$ cat src/rtl/systolic_pkg.sv
// Shared types for the weight-stationary systolic array, its feeder and its drain.
package systolic_pkg;
  localparam int PSUM_W    = 32;
  localparam int ACT_W     = 8;
  localparam int MAX_LANES = 64;

  typedef logic signed [PSUM_W-1:0] psum_t;

  // Lane j of a packed lane vector (lane 0 in the LSBs); callers zero-pad to MAX_LANES.
  function automatic psum_t lane(input logic [MAX_LANES*PSUM_W-1:0] vec, input int unsigned j);
    return psum_t'(vec[j*PSUM_W +: PSUM_W]);
  endfunction
endpackage

$ cat src/rtl/systolic_drain_if.sv
// Aligned-row stream from the drain to the downstream consumer.
interface systolic_drain_if #(
  parameter int COLS   = 4,
  parameter int PSUM_W = 32
);
  logic [COLS*PSUM_W-1:0] out_data;
  logic                   out_valid;
  logic                   out_ready;

  modport master (output out_data, output out_valid, input out_ready);
  modport slave  (input out_data, input out_valid, output out_ready);
endinterface

$ cat src/rtl/systolic_drain_fifo.sv
// Row FIFO for the drain: power-of-2 depth, accepts a write while full if a pop
// happens in the same cycle (the freed head slot is the one being written).
module drain_fifo #(
  parameter int WIDTH = 128,
  parameter int DEPTH = 8
) (
  input  logic                       clk,
  input  logic                       reset_n,
  input  logic                       push,
  input  logic                       pop,
  input  logic [WIDTH-1:0]           din,
  output logic [WIDTH-1:0]           dout,
  output logic [$clog2(DEPTH+1)-1:0] count,
  output logic                       full,
  output logic                       empty
);
  localparam int AW = $clog2(DEPTH);
  localparam int CW = $clog2(DEPTH+1);

  logic [WIDTH-1:0] mem [DEPTH];
  logic [AW-1:0]    wr_ptr, rd_ptr;
  logic             do_push, do_pop;

  assign empty   = (count == '0);
  assign full    = (count == CW'(DEPTH));
  assign do_pop  = pop && !empty;
  assign do_push = push && (!full || do_pop);
  assign dout    = mem[rd_ptr];

  // Storage; contents need no reset since empty masks the head.
  always_ff @(posedge clk) begin
    if (do_push) mem[wr_ptr] <= din;
  end

  // Pointers wrap naturally at DEPTH; count tracks push minus pop.
  always_ff @(posedge clk) begin
    if (!reset_n) begin
      wr_ptr <= '0;
      rd_ptr <= '0;
      count  <= '0;
    end else begin
      if (do_push) wr_ptr <= wr_ptr + AW'(1);
      if (do_pop)  rd_ptr <= rd_ptr + AW'(1);
      count <= count + CW'(do_push) - CW'(do_pop);
    end
  end
endmodule

$ cat src/rtl/systolic_drain.sv
// South-edge collector: deskews the per-column psum stream into whole rows,
// optionally clamps negatives, buffers rows and never stalls the array;
// rows arriving with no room are dropped and counted.
module systolic_drain #(
  parameter int COLS     = 4,
  parameter int PSUM_W   = systolic_pkg::PSUM_W,
  parameter int DEPTH    = 8,
  parameter int AF_LEVEL = 6,
  parameter int RELU     = 0
) (
  input  logic                       clk,
  input  logic                       reset_n,
  input  logic [COLS*PSUM_W-1:0]     psum_in,
  input  logic                       psum_valid,
  systolic_drain_if.master           out_if,
  output logic [$clog2(DEPTH+1)-1:0] fifo_count,
  output logic                       almost_full,
  output logic                       overflow,
  output logic [15:0]                drop_count,
  input  logic                       clr_ovf
);
  import systolic_pkg::*;

  localparam int STAGES = COLS - 1;
  localparam int CW     = $clog2(DEPTH+1);
  localparam int W      = COLS * PSUM_W;

  logic [COLS-1:0][PSUM_W-1:0] aligned, row;
  logic [STAGES:0]             vld_pipe;
  logic                        wr_en, push, pop, drop, full, empty;
  logic [W-1:0]                dout;
  logic [CW-1:0]               cnt_nxt;

  // Row-valid chain: tap STAGES lines up with the last lane of the row.
  if (STAGES > 0) begin : g_vld
    logic [STAGES:1] vld_q;
    assign vld_pipe = {vld_q, psum_valid};
    // Shift the controller pulse along with the skew.
    always_ff @(posedge clk) begin
      if (!reset_n) vld_q <= '0;
      else          vld_q <= vld_pipe[STAGES-1:0];
    end
  end else begin : g_vld0
    assign vld_pipe = psum_valid;
  end

  assign wr_en = vld_pipe[STAGES];

  // Lane j arrives j cycles after lane 0, so it is delayed COLS-1-j cycles.
  for (genvar j = 0; j < COLS; j++) begin : g_lane
    localparam int D = COLS - 1 - j;
    logic [PSUM_W-1:0] din;
    assign din = psum_in[j*PSUM_W +: PSUM_W];
    if (D == 0) begin : g_thru
      assign aligned[j] = din;
    end else begin : g_dly
      logic [D-1:0][PSUM_W-1:0] sr;
      // Deskew shift register, sr[0] newest.
      always_ff @(posedge clk) begin
        if (!reset_n) sr <= '0;
        else begin
          sr[0] <= din;
          for (int s = 1; s < D; s++) sr[s] <= sr[s-1];
        end
      end
      assign aligned[j] = sr[D-1];
    end
    assign row[j] = (RELU != 0 && aligned[j][PSUM_W-1]) ? '0 : aligned[j];
  end

  assign pop  = out_if.out_valid && out_if.out_ready;
  assign push = wr_en && (!full || pop);
  assign drop = wr_en && full && !pop;

  drain_fifo #(.WIDTH(W), .DEPTH(DEPTH)) u_fifo (
    .clk     (clk),
    .reset_n (reset_n),
    .push    (push),
    .pop     (pop),
    .din     (row),
    .dout    (dout),
    .count   (fifo_count),
    .full    (full),
    .empty   (empty)
  );

  assign out_if.out_valid = !empty;
  assign out_if.out_data  = empty ? '0 : dout;
  assign cnt_nxt          = fifo_count + CW'(push) - CW'(pop);

  // almost_full follows the next count so it lines up with fifo_count.
  always_ff @(posedge clk) begin
    if (!reset_n) almost_full <= 1'b0;
    else          almost_full <= (cnt_nxt >= CW'(AF_LEVEL));
  end

  // Drop bookkeeping; a drop in the same cycle as a clear restarts the count at 1.
  always_ff @(posedge clk) begin
    if (!reset_n) begin
      overflow   <= 1'b0;
      drop_count <= '0;
    end else if (drop) begin
      overflow <= 1'b1;
      if (clr_ovf)                     drop_count <= 16'd1;
      else if (drop_count != 16'hFFFF) drop_count <= drop_count + 16'd1;
    end else if (clr_ovf) begin
      overflow   <= 1'b0;
      drop_count <= '0;
    end
  end
endmodule

$ cat src/flat_wrapper.sv
// flat-port wrapper written by rule: the top's interface ports become plain ports
module systolic_drain_flat import systolic_pkg::*;
#(
  parameter int COLS     = 4,
  parameter int PSUM_W   = systolic_pkg::PSUM_W,
  parameter int DEPTH    = 8,
  parameter int AF_LEVEL = 6,
  parameter int RELU     = 0
)
  (clk, reset_n, psum_in, psum_valid, fifo_count, almost_full, overflow, drop_count, clr_ovf, out_if_out_data, out_if_out_valid, out_if_out_ready);
  systolic_drain_if #(.COLS(COLS), .PSUM_W(PSUM_W)) out_if_i ();
  input  logic clk;
  input  logic reset_n;
  input  logic [COLS*PSUM_W-1:0] psum_in;
  input  logic psum_valid;
  output logic [$clog2(DEPTH+1)-1:0] fifo_count;
  output logic almost_full;
  output logic overflow;
  output logic [15:0] drop_count;
  input  logic clr_ovf;
  output wire logic [$bits(out_if_i.out_data)-1:0] out_if_out_data;
  output wire logic [$bits(out_if_i.out_valid)-1:0] out_if_out_valid;
  input wire logic [$bits(out_if_i.out_ready)-1:0] out_if_out_ready;
  assign out_if_out_data = out_if_i.out_data;
  assign out_if_out_valid = out_if_i.out_valid;
  assign out_if_i.out_ready = out_if_out_ready;
  systolic_drain #(.COLS(COLS), .PSUM_W(PSUM_W), .DEPTH(DEPTH), .AF_LEVEL(AF_LEVEL), .RELU(RELU)) u_core (.clk(clk), .reset_n(reset_n), .psum_in(psum_in), .psum_valid(psum_valid), .out_if(out_if_i), .fifo_count(fifo_count), .almost_full(almost_full), .overflow(overflow), .drop_count(drop_count), .clr_ovf(clr_ovf));
endmodule
$ cat config.mk
export PLATFORM = sky130hd
export DESIGN_NAME = systolic_drain_flat
export DESIGN_NICKNAME = d
export VERILOG_FILES = /design/src/rtl/systolic_pkg.sv /design/src/rtl/systolic_drain_if.sv /design/src/rtl/systolic_drain_fifo.sv /design/src/rtl/systolic_drain.sv /design/src/flat_wrapper.sv
export SDC_FILE = /design/constraint.sdc
export NUM_CORES = 1
export LEC_CHECK = 0
export ABC_AREA = 1
export BUFFER_PORTS_ARGS = -buffer_cell sky130_fd_sc_hd__buf_2
export CAP_MARGIN = 20
export CORE_MARGIN = 10
export CORE_UTILIZATION = 30
export DETAILED_ROUTE_END_ITERATION = 16
export MAX_ROUTING_LAYER = met4
export PLACE_DENSITY = 0.46
export SETUP_SLACK_MARGIN = 0.02
export SKIP_CTS_REPAIR_TIMING = 1
export SYNTH_ARGS = -nofsm -noshare
export SYNTH_HDL_FRONTEND = slang
export SYNTH_HIERARCHICAL = 1
export SYNTH_SLANG_ARGS = --single-unit
$ cat constraint.sdc
create_clock -name clk -period 20.8 [get_ports clk]
set_clock_uncertainty 0.05 [all_clocks]
set_input_delay 3.12 -clock clk [delete_from_list [all_inputs] [get_ports clk]]
set_output_delay 3.12 -clock clk [all_outputs]
set_load 0.02 [all_outputs]
==> flow_summary.ini, run 1 <==
[outcome]
status = finished clean

[synth]
synth_common_cells = 1,024 x edfxtp_1, 935 x nor2_1, 650 x nand2_1
syn-instance-count = 4307
syn_area_sq_um = 48300
ys_seq_area_share_pct = 73.0
ys_top_cells_by_area = edfxtp_1 64%, dfxtp_1 9.4%, nor2_1 7.3%, o21ai_0 5.3%, nand2_1 5.0%
synth_ff_type = edfxtp_1
synth.avg_cell_area_sq_um = 11.2
ys_ff_latch = 1250
synth_most_common_cell = edfxtp_1
synthesis.nets = 4454
synth_top_area_share_pct = 63.6
yosys.area.top_type = edfxtp_1
ys_async_sr_fraction_pct = 0
ys_types = 37
yosysWarnings = 6
synth_edf_count = 1024

[sta]
setup_tns_ns = 0
rsz0062_at_grt = no
timing.fmax_ghz = 0.123
setup_slack_ns = 12.66
setup_viol = 0
fin_crit_sh_pct = 39.1
report.final.slew_viol_count = 0
worstMarginPinSlew_ns = 1.40
period_needed_ns = 8.14
hold_violations = 0
relSlewSlack_pct = 6.43

[detailed_routing]
first_pass_iters = 5
routed_wl_um = 126000
drt-vias-per-instance = 4.46
drc = 0
wl_per_cell_um = 18.4
vias = 30470
detail-route-antenna-nets = 0
drt_iter0_drc = 1968

[cells_and_area]
drive_above_1_share_pct = 12.2
final_cell_area_sq_um = 56500
area_delta_synth_final_pct = 17.0
fin_nets = 4694
num-fill-cells = 16210

[placed_design]
port_buffers = 283
place_area_sq_um = 51800
gp_congestion = 0.752
pre_cts_ws_ns = 13.37
hpwl_um = 64700

[power]
p_per_area_nw_per_um2 = 119
peakVddDrop_v = 0.0000951
p_comb_share_pct = 21.3
leakagePower_nw = 22.1
pwr-share-clk_pct = 37.3
p_total_mw = 6.72
intPower_mw = 4.62
seqPwrFrac_pct = 41.3
p_sw_mw = 2.10
swShare_pct = 31.2

[cts]
cts_tree = done
max-clock-path-buffers = 3
clock-sinks = 1250
insertion_delay_ns = 0.77
cts_root_buf = clkbuf_16
h-tree-depth = 4
clkTransAtPathRegs_ns = 0.06
numCtsBuffers = 144

[setup_path]
startpoint_type = register
cpPeakStageDelay_ns = 0.88
crit_arrival_ns = 4.97
crit_path_end_kind = primary output
cp.buffers_inverters = 5
critPathKind = reg2out
worstPathMaxFanout = 98
cp_cell_sequence = buf_4 > buf_4 > buf_4 > o21ai_0 > o21ai_1 > nand2_1 > nand2_1 > inv_1 > nor2_1 > buf_2
crit_top_cell = buf_4
cp_top_family = buffers and inverters
worstPathRequired_ns = 17.63
critPathSlowestCell = buf_4

[grt]
grt_pass1_wl_um = 191000
antenna_found_initial = 3
grt_pass1_vias = 30831
grt_max_degree = 285
grt_overflow_total = 0
track_usage_pct = 14.2

[min_path]
hp-class = reg2reg

[floorplan]
die_width_um = 421
rows = 147
die_area_sq_um = 178000
coreArea_sq_um = 160000
pin_count = 284
die_height_um = 421
start_util_pct = 30.1

[job]
cap_violations = 0
## placed cells by master (no fill, tap or decap), types with 17 or more instances in the layout
| cell | Yosys | routed |
|---|---|---|
| buf_2 | 46 | 282 |
| nand2_1 | 650 | 650 |
| clkbuf_1 | 142 | 48 |
| o21ai_0 | 515 | 515 |
| clkbuf_16 | 0 | 152 |
| edfxtp_1 | 1024 | 1024 |
| o21ai_1 | 260 | 260 |
| nand3_1 | 19 | 19 |
| a21oi_1 | 18 | 18 |
| inv_1 | 363 | 361 |
| buf_4 | 4 | 45 |
| nor2_1 | 935 | 931 |
| dfxtp_1 | 226 | 223 |
| clkbuf_8 | 0 | 17 |
## cells by family after synthesis
logic type	Yosys count	share of synthesized area [%]
AO/OA/AOI/OAI	804	8.40
XOR/XNOR	5	0.0906
adder cells (fa/ha/maj)	14	0.393
buffers and inverters	606	5.26
flip-flops	1250	73.0
AND/OR/NAND/NOR	1628	12.9
## worst paths after layout
check	start	endpoint	cells after the start	slack, ns
setup / recovery	register	out_if_out_data[88]	10	12.66
setup reg to reg	u_core/u_fifo/count[2]	u_core/u_fifo/mem[3][105]	13	15.75
hold / removal	u_core/g_lane[0].g_dly.sr[32]	u_core/aligned[0]	2	0.36
hold reg to reg	u_core/g_lane[0].g_dly.sr[32]	u_core/aligned[0]	2	0.36
## per-stage QoR
step / std cells / util, % / hold WS, ns
after floorplan: 4307 / - / 0.336
after global placement: 6561 / 32.3 / 0.344
after global routing: 6830 / 35.3 / 0.381
after detailed placement: 6561 / 32.3 / 0.346
after CTS: 6828 / 35.2 / 0.356
final: 6833 / 35.3 / 0.358
## flip-flops by register name (all words and copies together) (netlist names), named ones only
name / flops
u_core/overflow: 1
u_core/u_fifo/mem: 1024
u_core/almost_full: 1
u_core/u_fifo/count: 4
u_core/drop_count: 16
u_core/aligned: 64
u_core/u_fifo/wr_ptr: 3
u_core/g_vld.vld_q: 3
u_core/g_lane.g_dly.sr: 128
u_core/u_fifo/rd_ptr: 3
## power by group through the flow
stage | registers [mW] | clock network, mW | logic [mW]
2_1_floorplan | 2.81 | 0 | 1.00
3_3_place_gp | 2.83 | 0 | 1.47
3_5_place_dp | 2.83 | 0 | 1.47
4_1_cts | 2.78 | 2.59 | 1.48
5_1_grt | 2.78 | 2.68 | 1.62
6_report | 2.78 | 2.51 | 1.43
## tightest hold or removal path, delay by kind of cell (launching register included)
family / cells / cell delay (ns)
buf+inv: 1 / 0.04
simple gates: 1 / 0.04
flops: 1 / 0.30
## layout make-up
class,count,area [sq um],share of cell area (%)
sequential,1250,35300,62.4
inverter,369,1410,2.50
tap,2160,2700,4.78
clock inverter,51,532,0.940
timing repair buffer,331,1820,3.22
clock buffer,216,4200,7.43
multi-input combinational,2451,10600,18.7
antenna,5,12.5,0.0221
## routing by layer
layer  routed length, um  global-route usage (%)  part of all wire, %  vias up
li1                    -                       -                    -    14889
met4                2290                    3.23                  1.8        0
met1               59400                    18.3                   47    14923
met3                4940                    2.96                  3.9      164
met2               59300                    23.0                   47      494
met5                   0                       -                    0        -
Note: power is estimated with default switching activity, not from simulation.
==> run 2: changes to the inputs <==
--- a/config.mk
+++ b/config.mk
@@ -5,14 +5,14 @@
 export SDC_FILE = /design/constraint.sdc
 export NUM_CORES = 1
 export LEC_CHECK = 0
-export ABC_AREA = 1
+export ABC_AREA = 0
 export BUFFER_PORTS_ARGS = -buffer_cell sky130_fd_sc_hd__buf_2
 export CAP_MARGIN = 20
 export CORE_MARGIN = 10
 export CORE_UTILIZATION = 30
 export DETAILED_ROUTE_END_ITERATION = 16
 export MAX_ROUTING_LAYER = met4
-export PLACE_DENSITY = 0.46
+export PLACE_DENSITY = 0.48
 export SETUP_SLACK_MARGIN = 0.02
 export SKIP_CTS_REPAIR_TIMING = 1
 export SYNTH_ARGS = -nofsm -noshare
==> constraint.sdc (replaced) <==
create_clock -name clk -period 7.2 [get_ports clk]
set_clock_uncertainty 0.05 [all_clocks]
set_input_delay 1.08 -clock clk [delete_from_list [all_inputs] [get_ports clk]]
set_output_delay 1.08 -clock clk [all_outputs]
set_load 0.02 [all_outputs]
==> run 2 against run 1 <==
Against the previous run:
- worst hold slack gained 0.015 ns
- largest power group unchanged
- worst setup slack got worse by 10 ns
- via count shrank 28%
- die area down 2.7%
- total power increased to 2.7 times the previous value
- utilization rose by 0.12 points
- flip-flop and latch count stayed put
==> flow_summary.ini, run 2 <==
[synth]
yosysWarnings = 6
ys_top_cells_by_area = edfxtp_1 65%, dfxtp_1 9.6%, mux4_2 8.8%, mux4_1 4.0%, mux2_2 3.1%
ys_ff_latch = 1250
synth_ff_type = edfxtp_1
synth_top_area_share_pct = 65.5
ys_async_sr_fraction_pct = 0
syn-instance-count = 2274
yosys.area.top_type = edfxtp_1
ys_seq_area_share_pct = 75.1
synthesis.nets = 2421
synth_edf_count = 1024
synth.avg_cell_area_sq_um = 20.7
ys_types = 62
synth_common_cells = 1,024 x edfxtp_1, 226 x dfxtp_1, 199 x and2_1
synth_most_common_cell = edfxtp_1
syn_area_sq_um = 47000

[cells_and_area]
largest_reg_flops = 1024
final_cell_mix = 1,024 x edfxtp_1, 282 x buf_2, 223 x dfxtp_1, 199 x and2_1, 184 x mux4_2
area_delta_synth_final_pct = 17.4
fin_nets = 2761
largest-register = u_core/u_fifo/mem
final_common_cell = edfxtp_1
final_cell_area_sq_um = 55100
drive_above_1_share_pct = 31.0

[sta]
period_needed_ns = 4.90
hold_violations = 0
relSlewSlack_pct = 29.1
report.final.slew_viol_count = 0
setup_viol = 0
worstMarginPinSlew_ns = 1.06
timing.fmax_ghz = 0.204
rsz0062_at_grt = no
fin_crit_sh_pct = 68.1

[setup_path]
critPathSlowestCell = dfxtp_4
cp.buffers_inverters = 2
crit_arrival_ns = 3.77
worstPathMaxFanout = 37
cpPeakStageDelay_ns = 0.86
worstPathRequired_ns = 6.07
r2r-end = u_core/u_fifo/mem[1][124]
cp_top_family = buffers and inverters
critPathKind = reg2out
cp_cell_sequence = buf_4 > mux4_1 > mux2_2 > nor2b_1 > buf_2
worst-r2r-setup-slack_ns = 3.26
r2r-start = u_core/u_fifo/count[2]
crit_path_end_kind = primary output
reg2reg_depth = 10
startpoint_type = register

[cts]
cts_tree = done
clock-sinks = 1250
max-clock-path-buffers = 3
insertion_delay_ns = 0.77
numCtsBuffers = 142
cts_root_buf = clkbuf_16
h-tree-depth = 4
clkTransAtPathRegs_ns = 0.06

[placed_design]
port_buffers = 283
hpwl_um = 59400
gp_congestion = 0.735
place_area_sq_um = 50600

[grt]
grt_pass1_wl_um = 165000
track_usage_pct = 13.2
grt_overflow_total = 0
grt_busiest_layer = met2
antenna_found_initial = 6
grt_pass1_vias = 24776
grt_max_degree = 133
grt_use_met1_pct = 15.5
gr-usage-met2_pct = 23.1
gr-usage-met3_pct = 2.57

[floorplan]
die_height_um = 416
rows = 145
coreArea_sq_um = 156000
die_width_um = 416
die_area_sq_um = 173000
pin_count = 284
start_util_pct = 30.1

[detailed_routing]
drt-vias-per-instance = 4.59
detail-route-antenna-nets = 0
drc = 0
wl_per_cell_um = 23.3
routed_wl_um = 112000
vias = 22018
drt_iter0_drc = 1217
first_pass_iters = 4

[power]
p_per_area_nw_per_um2 = 327
leakagePower_nw = 18.2
peakVddDrop_v = 0.000386
p_total_mw = 18.0

[min_path]
hold_end = u_core/g_lane[0].g_dly.sr[46]
min_from = u_core/g_lane[0].g_dly.sr[14]
min_path_cells = 1
hp-class = reg2reg

[job]
cap_violations = 0

[outcome]
status = finished clean
## run 2: logic make-up (layout without fill, tap and decap cells)
| kind of cell | Yosys count | in the layout | share of synthesized area, % |
|---|---|---|---|
| muxes | 391 | 391 | 16.1 |
| xor gates and xnor gates | 4 | 4 | 0.0746 |
| adders and majority gates | 14 | 14 | 0.405 |
| buffers and inverters | 139 | 599 | 2.06 |
| AOI/OAI and AO/OA | 41 | 41 | 0.621 |
| and+or+nand+nor | 435 | 435 | 5.65 |
| other | 0 | 1 | 0 |
| DFF | 1250 | 1250 | 75.1 |
## run 2: worst max path at each step
stage | startpoint | end | slack [ns] | cells after the start
floorplan | u_core/u_fifo/count[2] | u_core/u_fifo/mem[1][0] | -2.40 | 11
global placement | register | out_if_out_data[20] | 2.97 | 5
detailed placement | register | out_if_out_data[20] | 2.96 | 5
CTS | register | out_if_out_data[20] | 2.06 | 5
global route | register | out_if_out_data[20] | 1.93 | 5
finish | register | out_if_out_data[20] | 2.30 | 5
## run 2: where the power goes
part           switching (mW)  internal [mW]  total [mW]
logic                    1.87           1.08        2.95
clock network            2.84           4.15        7.00
registers               0.156           7.91        8.06
total                    4.87           13.1        18.0
## run 2: area by class of cell
cell class | instances | area (sq um)
fill | 14468 | 101000
sequential | 1250 | 35300
multi-input combinational | 885 | 10800
clock buffer | 202 | 3930
tap | 2058 | 2570
timing repair buffer | 316 | 1810
clock inverter | 62 | 632
inverter | 19 | 71.3
antenna | 1 | 2.50
## run 2: layer usage
metal	vias up	part of all wire, %
met1	11688	42
li1	9751	-
met5	-	0
met2	418	53
met4	0	1.9
met3	161	3.6
## run 2: stage by stage
stage                     hold WS (ns)  setup TNS, ns  setup slack, ns  utilization (%)  instances
after floorplan                  0.356        -836.97            -2.40                -       2274
after global placement           0.366              0             2.97             32.4       4528
after detailed placement         0.367              0             2.96             32.4       4528
after CTS                        0.377              0             2.06             35.4       4792
after global routing             0.391              0             1.93             35.4       4793
final                            0.374              0             2.30             35.4       4793
